$ cat config.mk
export PLATFORM = sky130hd
export DESIGN_NAME = pwm_unit
export DESIGN_NICKNAME = d
export VERILOG_FILES = /design/src/rtl/pwm_deadtime.sv /design/src/rtl/pwm_unit.sv
export SDC_FILE = /design/constraint.sdc
export NUM_CORES = 1
export LEC_CHECK = 0
export ABC_CLOCK_PERIOD_IN_PS = 5600
export CAP_MARGIN = 10
export CORE_ASPECT_RATIO = 1.2
export CORE_MARGIN = 1.5
export CORE_UTILIZATION = 50
export CTS_BUF_LIST = sky130_fd_sc_hd__clkbuf_8
export CTS_CLUSTER_DIAMETER = 50
export DETAILED_ROUTE_END_ITERATION = 8
export PLACE_DENSITY_LB_ADDON = 0.12
export SLEW_MARGIN = 30
export SYNTH_ARGS = -nofsm -noshare
export SYNTH_HDL_FRONTEND = slang
export SYNTH_SLANG_ARGS = --single-unit
$ cat constraint.sdc
create_clock -name clk -period 5.6 [get_ports clk]
set_input_delay 1.12 -clock clk [delete_from_list [all_inputs] [get_ports clk]]
set_output_delay 1.12 -clock clk [all_outputs]
set_load 0.01 [all_outputs]
$ cat src/rtl/pwm_deadtime.sv
// Registers the raw compare result and counts cycles since its last edge, so
// each output is held off for dead_time cycles after it turns on.
module pwm_deadtime (
  input  logic        clk,
  input  logic        reset,
  input  logic        raw,
  input  logic [31:0] dead_time,
  output logic        hi,
  output logic        lo
);

  logic        raw_q;
  logic        raw_d;
  logic [31:0] dt_q;
  logic [31:0] dt_d;
  logic        dt_ok_s;

  // Next state: restart the dead-time count on every edge of raw_q, else saturating count.
  always_comb begin
    raw_d = raw;
    dt_d  = dt_q;
    if (raw != raw_q) begin
      dt_d = 32'd0;
    end else if (dt_q == 32'hFFFF_FFFF) begin
      dt_d = dt_q;
    end else begin
      dt_d = dt_q + 32'd1;
    end
  end

  // State register with synchronous reset.
  always_ff @(posedge clk) begin
    if (reset) begin
      raw_q <= 1'b0;
      dt_q  <= 32'd0;
    end else begin
      raw_q <= raw_d;
      dt_q  <= dt_d;
    end
  end

  assign dt_ok_s = (dt_q >= dead_time);
  assign hi      = raw_q & dt_ok_s;
  assign lo      = ~raw_q & dt_ok_s;

endmodule

$ cat src/rtl/pwm_unit.sv
// Edge-aligned PWM with complementary dead-time output and counter-wrap trigger.
// Period and duty are shadowed so mid-period writes apply at the next wrap.
module pwm_unit (
  input  logic        clk,
  input  logic        reset,
  input  logic [31:0] period,
  input  logic [31:0] duty,
  input  logic [31:0] dead_time,
  input  logic        pwm_enable,
  input  logic        ovf_trigger_enable,
  output logic        pwm,
  output logic        pwm_cmp,
  output logic        ovf_trigger
);

  logic [31:0] period_sh_q;
  logic [31:0] period_sh_d;
  logic [31:0] duty_sh_q;
  logic [31:0] duty_sh_d;
  logic [31:0] cnt_q;
  logic [31:0] cnt_d;
  logic        wrap_q;
  logic        wrap_s;
  logic        raw_s;
  logic        hi_s;
  logic        lo_s;

  // Period of 0 or 1 pins the counter at 0 and wraps every cycle.
  assign wrap_s = (period_sh_q <= 32'd1) || (cnt_q >= (period_sh_q - 32'd1));
  assign raw_s  = (cnt_q < duty_sh_q);

  // Next state for the counter and shadow registers.
  always_comb begin
    cnt_d       = cnt_q;
    period_sh_d = period_sh_q;
    duty_sh_d   = duty_sh_q;
    if (wrap_s) begin
      cnt_d       = 32'd0;
      period_sh_d = period;
      duty_sh_d   = duty;
    end else begin
      cnt_d = cnt_q + 32'd1;
    end
  end

  // State register; shadows track the inputs while in reset.
  always_ff @(posedge clk) begin
    if (reset) begin
      period_sh_q <= period;
      duty_sh_q   <= duty;
      cnt_q       <= 32'd0;
      wrap_q      <= 1'b0;
    end else begin
      period_sh_q <= period_sh_d;
      duty_sh_q   <= duty_sh_d;
      cnt_q       <= cnt_d;
      wrap_q      <= wrap_s;
    end
  end

  pwm_deadtime u_deadtime (
    .clk       (clk),
    .reset     (reset),
    .raw       (raw_s),
    .dead_time (dead_time),
    .hi        (hi_s),
    .lo        (lo_s)
  );

  assign pwm         = pwm_enable & ~reset & hi_s;
  assign pwm_cmp     = pwm_enable & ~reset & lo_s;
  assign ovf_trigger = ovf_trigger_enable & ~reset & wrap_q;

endmodule

==> results of run 1 <==
logic make-up (layout without fill, tap and decap cells):
group                    count (synthesis)  after routing
AND/OR/NAND/NOR                        311            311
flip-flops                             130            130
adder cells (fa/ha/maj)                 99             99
AO/OA/AOI/OAI                           97             97
buffers and inverters                   96            219
XOR/XNOR                                85             85
multiplexers                             3              3
power by group through the flow:
stage          Clock, mW  Combinational (mW)  Sequential, mW
6_report           0.913               0.184            1.05
5_1_grt            0.971               0.207            1.05
4_1_cts            0.929               0.186            1.05
3_5_place_dp           0               0.184            1.07
3_3_place_gp           0               0.176            1.07
2_1_floorplan          0              0.0842            1.07
how the worst min path moves through the flow:
stage	cells after the start	startpoint	slack, ns	end
after floorplan	1	cnt_q[0]$_SDFF_PP0_	0.46	cnt_q[0]$_SDFF_PP0_
after global placement	1	cnt_q[0]$_SDFF_PP0_	0.51	cnt_q[0]$_SDFF_PP0_
after detailed placement	1	cnt_q[0]$_SDFF_PP0_	0.54	cnt_q[0]$_SDFF_PP0_
after CTS	1	cnt_q[0]$_SDFF_PP0_	0.55	cnt_q[0]$_SDFF_PP0_
after global routing	1	cnt_q[0]$_SDFF_PP0_	0.56	cnt_q[0]$_SDFF_PP0_
final	1	cnt_q[0]$_SDFF_PP0_	0.55	cnt_q[0]$_SDFF_PP0_
registers in the layout (all words and copies together), names as in the netlist:
name	cells
cnt_q	32
u_deadtime.dt_q	32
duty_sh_q	32
wrap_q	1
period_sh_q	32
u_deadtime.raw_q	1
per-layer routing:
layer | share of wire [%] | GRT usage (%) | up-vias
met1 | 41 | 25.0 | 2970
met4 | 3.1 | 9.88 | 0
met3 | 4.2 | 5.30 | 40
met2 | 51 | 41.1 | 162
li1 | - | - | 3195
met5 | 0 | 0 | -
final cells by class:
type                    instances  area (µm²)
repair buffers                110        1110
clock buffers                  19         262
well taps                     208         260
flip-flops and latches        130        3240
multi-input cells             595        4310
fillers                      1298        5910
inverters                      77         289
clock inverters                13         191
cells in the mapped netlist (3+ instances only):
cell type  instances
or4_1              6
nor4_1            43
buf_6              3
inv_1             77
nor2_1            74
nand2b_1           4
or4_4              4
xor2_1            33
nand3_1           32
edfxtp_1          64
dfxtp_1           66
o21ai_0           15
nand4_1           34
nand2_1           46
mux2i_1            3
nor2b_1            4
a211oi_1           3
and4_1             9
a21oi_1           36
nor3_2             3
ha_1              99
buf_2              3
o211ai_1           3
a21o_1            16
xnor2_1           52
nor3_1            24
o21a_1             7
or3_1              6
buf_4              3
and3_1             8
clkbuf_1           8
and2_1             4
per-stage QoR:
stage                     util (%)  hold WS [ns]  power (mW)  worst slack (ns)  area (µm²)
after floorplan                  -         0.456        1.15             0.523        7940
after global placement        59.1         0.513        1.25             0.862        9200
after detailed placement      59.1         0.542        1.26             0.785        9210
after CTS                     62.0         0.553        2.17             0.778        9660
after global routing          62.0         0.565        2.23             0.568        9660
final                         62.0         0.553        2.15             0.809        9660
==> impl_results.md, run 1 <==
- Status: finished, final reports clean
- Layout cells sized above 1: 5.72%
- CP endpoint: pwm
- CP Buf/Inv Count: 3
- R2R setup slack: 0.88 ns
- Synth area leaders: edfxtp_1 24%, dfxtp_1 17%, ha_1 16%
- Most common cell after layout, fill and taps aside: clkdlybuf4s50_1
- HP Class: flip-flop to flip-flop
- Most frequent cells in the layout: 102 x clkdlybuf4s50_1, 99 x ha_1, 80 x inv_1, 74 x nor2_1, 66 x dfxtp_1
- Clock share of power: 42.5%
- Routed Antenna Nets: 0
- GPL Wtd Cong: 0.883
- Die Height: 141 µm
- Max-cap violations: 0
- Post-synthesis adder-cell area fraction: 15.6%
- Main combinational cell family by area after synthesis: simple AND/OR/NAND/NOR gates
- Main flop type after synthesis: dfxtp_1
- Worst setup EP type: output pin
- Yosys cell types: 53
- Area grow syn2layout: 21.7%
- Drt pass-1 iters: 5
- Flop pwr share: 48.9%
- Cts repair resizes: 0
- Vias in the first global route: 6358
- Die footprint: 0.0167 mm²
- Non-filler cells, final: 1152
- Vias per inst: 5.53
- Worst path cell trace: clkdlybuf4s50_1, inv_1, ha_1, nand4_1, nor4_1, o21ai_0, o2111a_1, a211oi_1, clkdlybuf4s50_1
- Final WL: 18000 µm
- Core area: 0.0156 mm²
- F_max: 209 MHz
- Final min period: 4.79 ns
- Die Wd: 118 µm
- Crit path kind: input port to output pin
- Share of the synthesized area in the top cell type: 24.2%
- First-pass GRT wire length: 29900 µm
- RSZ-0062 raised after global routing: false
- Setup violators final: 0
- Mean Syn Cell Area: 9.67 µm²
- WL/cell: 15.6 µm
- Post-synth EDFFs: 64
- Delay-heaviest family, CP: buffers and inverters
- Global Route Usage Sum: 22.5%
- Stages on worst setup path: 9
- Pleak: 3.91 nW
- Syn_nets: 1020
- Max_slew headroom: 50.1%
- Cell Int Power: 1.68 mW
- FP Rows: 50
- Hold Fails Final Rpt: 0
- CP max-delay cell: clkdlybuf4s50_1
- Setup TNS Final: 0 ns
- Compound-Gate Fraction of Synth Area: 7.86%
- Via count: 6367
- Worst path max stage delay: 0.57 ns
- Switch Pwr: 0.464 mW
- Cells after DPL: 1120
- TritonCTS clock tree: done
- Antenna Diode Count: 0
- Peak VDD IR: 0.160 mV
- Area leader, netlist: edfxtp_1
- Final period util: 85.5%
- Initial Utilization: 51.0%
- Worst-Margin Slew: 0.739 ns
- Dpl hpwl: 13900 µm
- Nets: 1130
- Synth Area in Simple Gates: 21.0%
- Start point of the critical path: dead_time[29]
- Crit path DAT: 3.67 ns
- Post-Synth XOR/XNOR Area: 9.37%
- Sequential fraction of the synthesis area: 40.8%
- Htree depth: 4
- Seq cells post-synth: 130
- P per Cell Area: 222 mW/mm²
- CTS Hold Bufs: 0
- Gr ovfl total: 0
- I/O pin total: 103
- Skew-Pair Late Insertion Delay: 0.46 ns
- Iter 0 DRT Violations: 379
- RR Endpoint: duty_sh_q[17]$_DFFE_PP_
- Req. time, crit path: 4.48 ns
- Critical Path Most Common Cell: clkdlybuf4s50_1
- Port Buffers: 102
- Root Driver: clkbuf_8
- TritonCTS Buffers: 17
- Mapped cell area: 0.00794 mm²
- DRC viols: 0
- Crit path max fanout: 3
- Comb power frac: 8.6%
- Largest net degree at the start of global routing: 47
- Yosys warnings: 0
- Asr flop ratio synth: 0%
- Switch share: 21.6%
- Clock transition at path regs: 0.07 ns
- Final Skew: 0.0175 ns
- Post-CTS repair timing setup buffer count: 0
- Post-synthesis instance total: 821
- Reg2Reg Launch Point: period_sh_q[3]$_DFFE_PP_
- Antenna violations before repair: 0
- Count of final max-slew check failures: 0
- CTS max path bufs: 2
- Worst R2R Path Depth: 14
- Multiplexer share of the synthesized area: 0.378%
- Sink Count: 130
- Worst setup SP type: input port
Note: power is estimated with default switching activity, not from simulation.
==> inputs of run 2 (changes only) <==
--- a/config.mk
+++ b/config.mk
@@ -5,8 +5,7 @@
 export SDC_FILE = /design/constraint.sdc
 export NUM_CORES = 1
 export LEC_CHECK = 0
-export ABC_CLOCK_PERIOD_IN_PS = 5600
-export CAP_MARGIN = 10
+export CAP_MARGIN = 15
 export CORE_ASPECT_RATIO = 1.2
 export CORE_MARGIN = 1.5
 export CORE_UTILIZATION = 50
==> results of run 2 <==
Same layout as run 1: the final DEF is identical, and so are final timing and power.
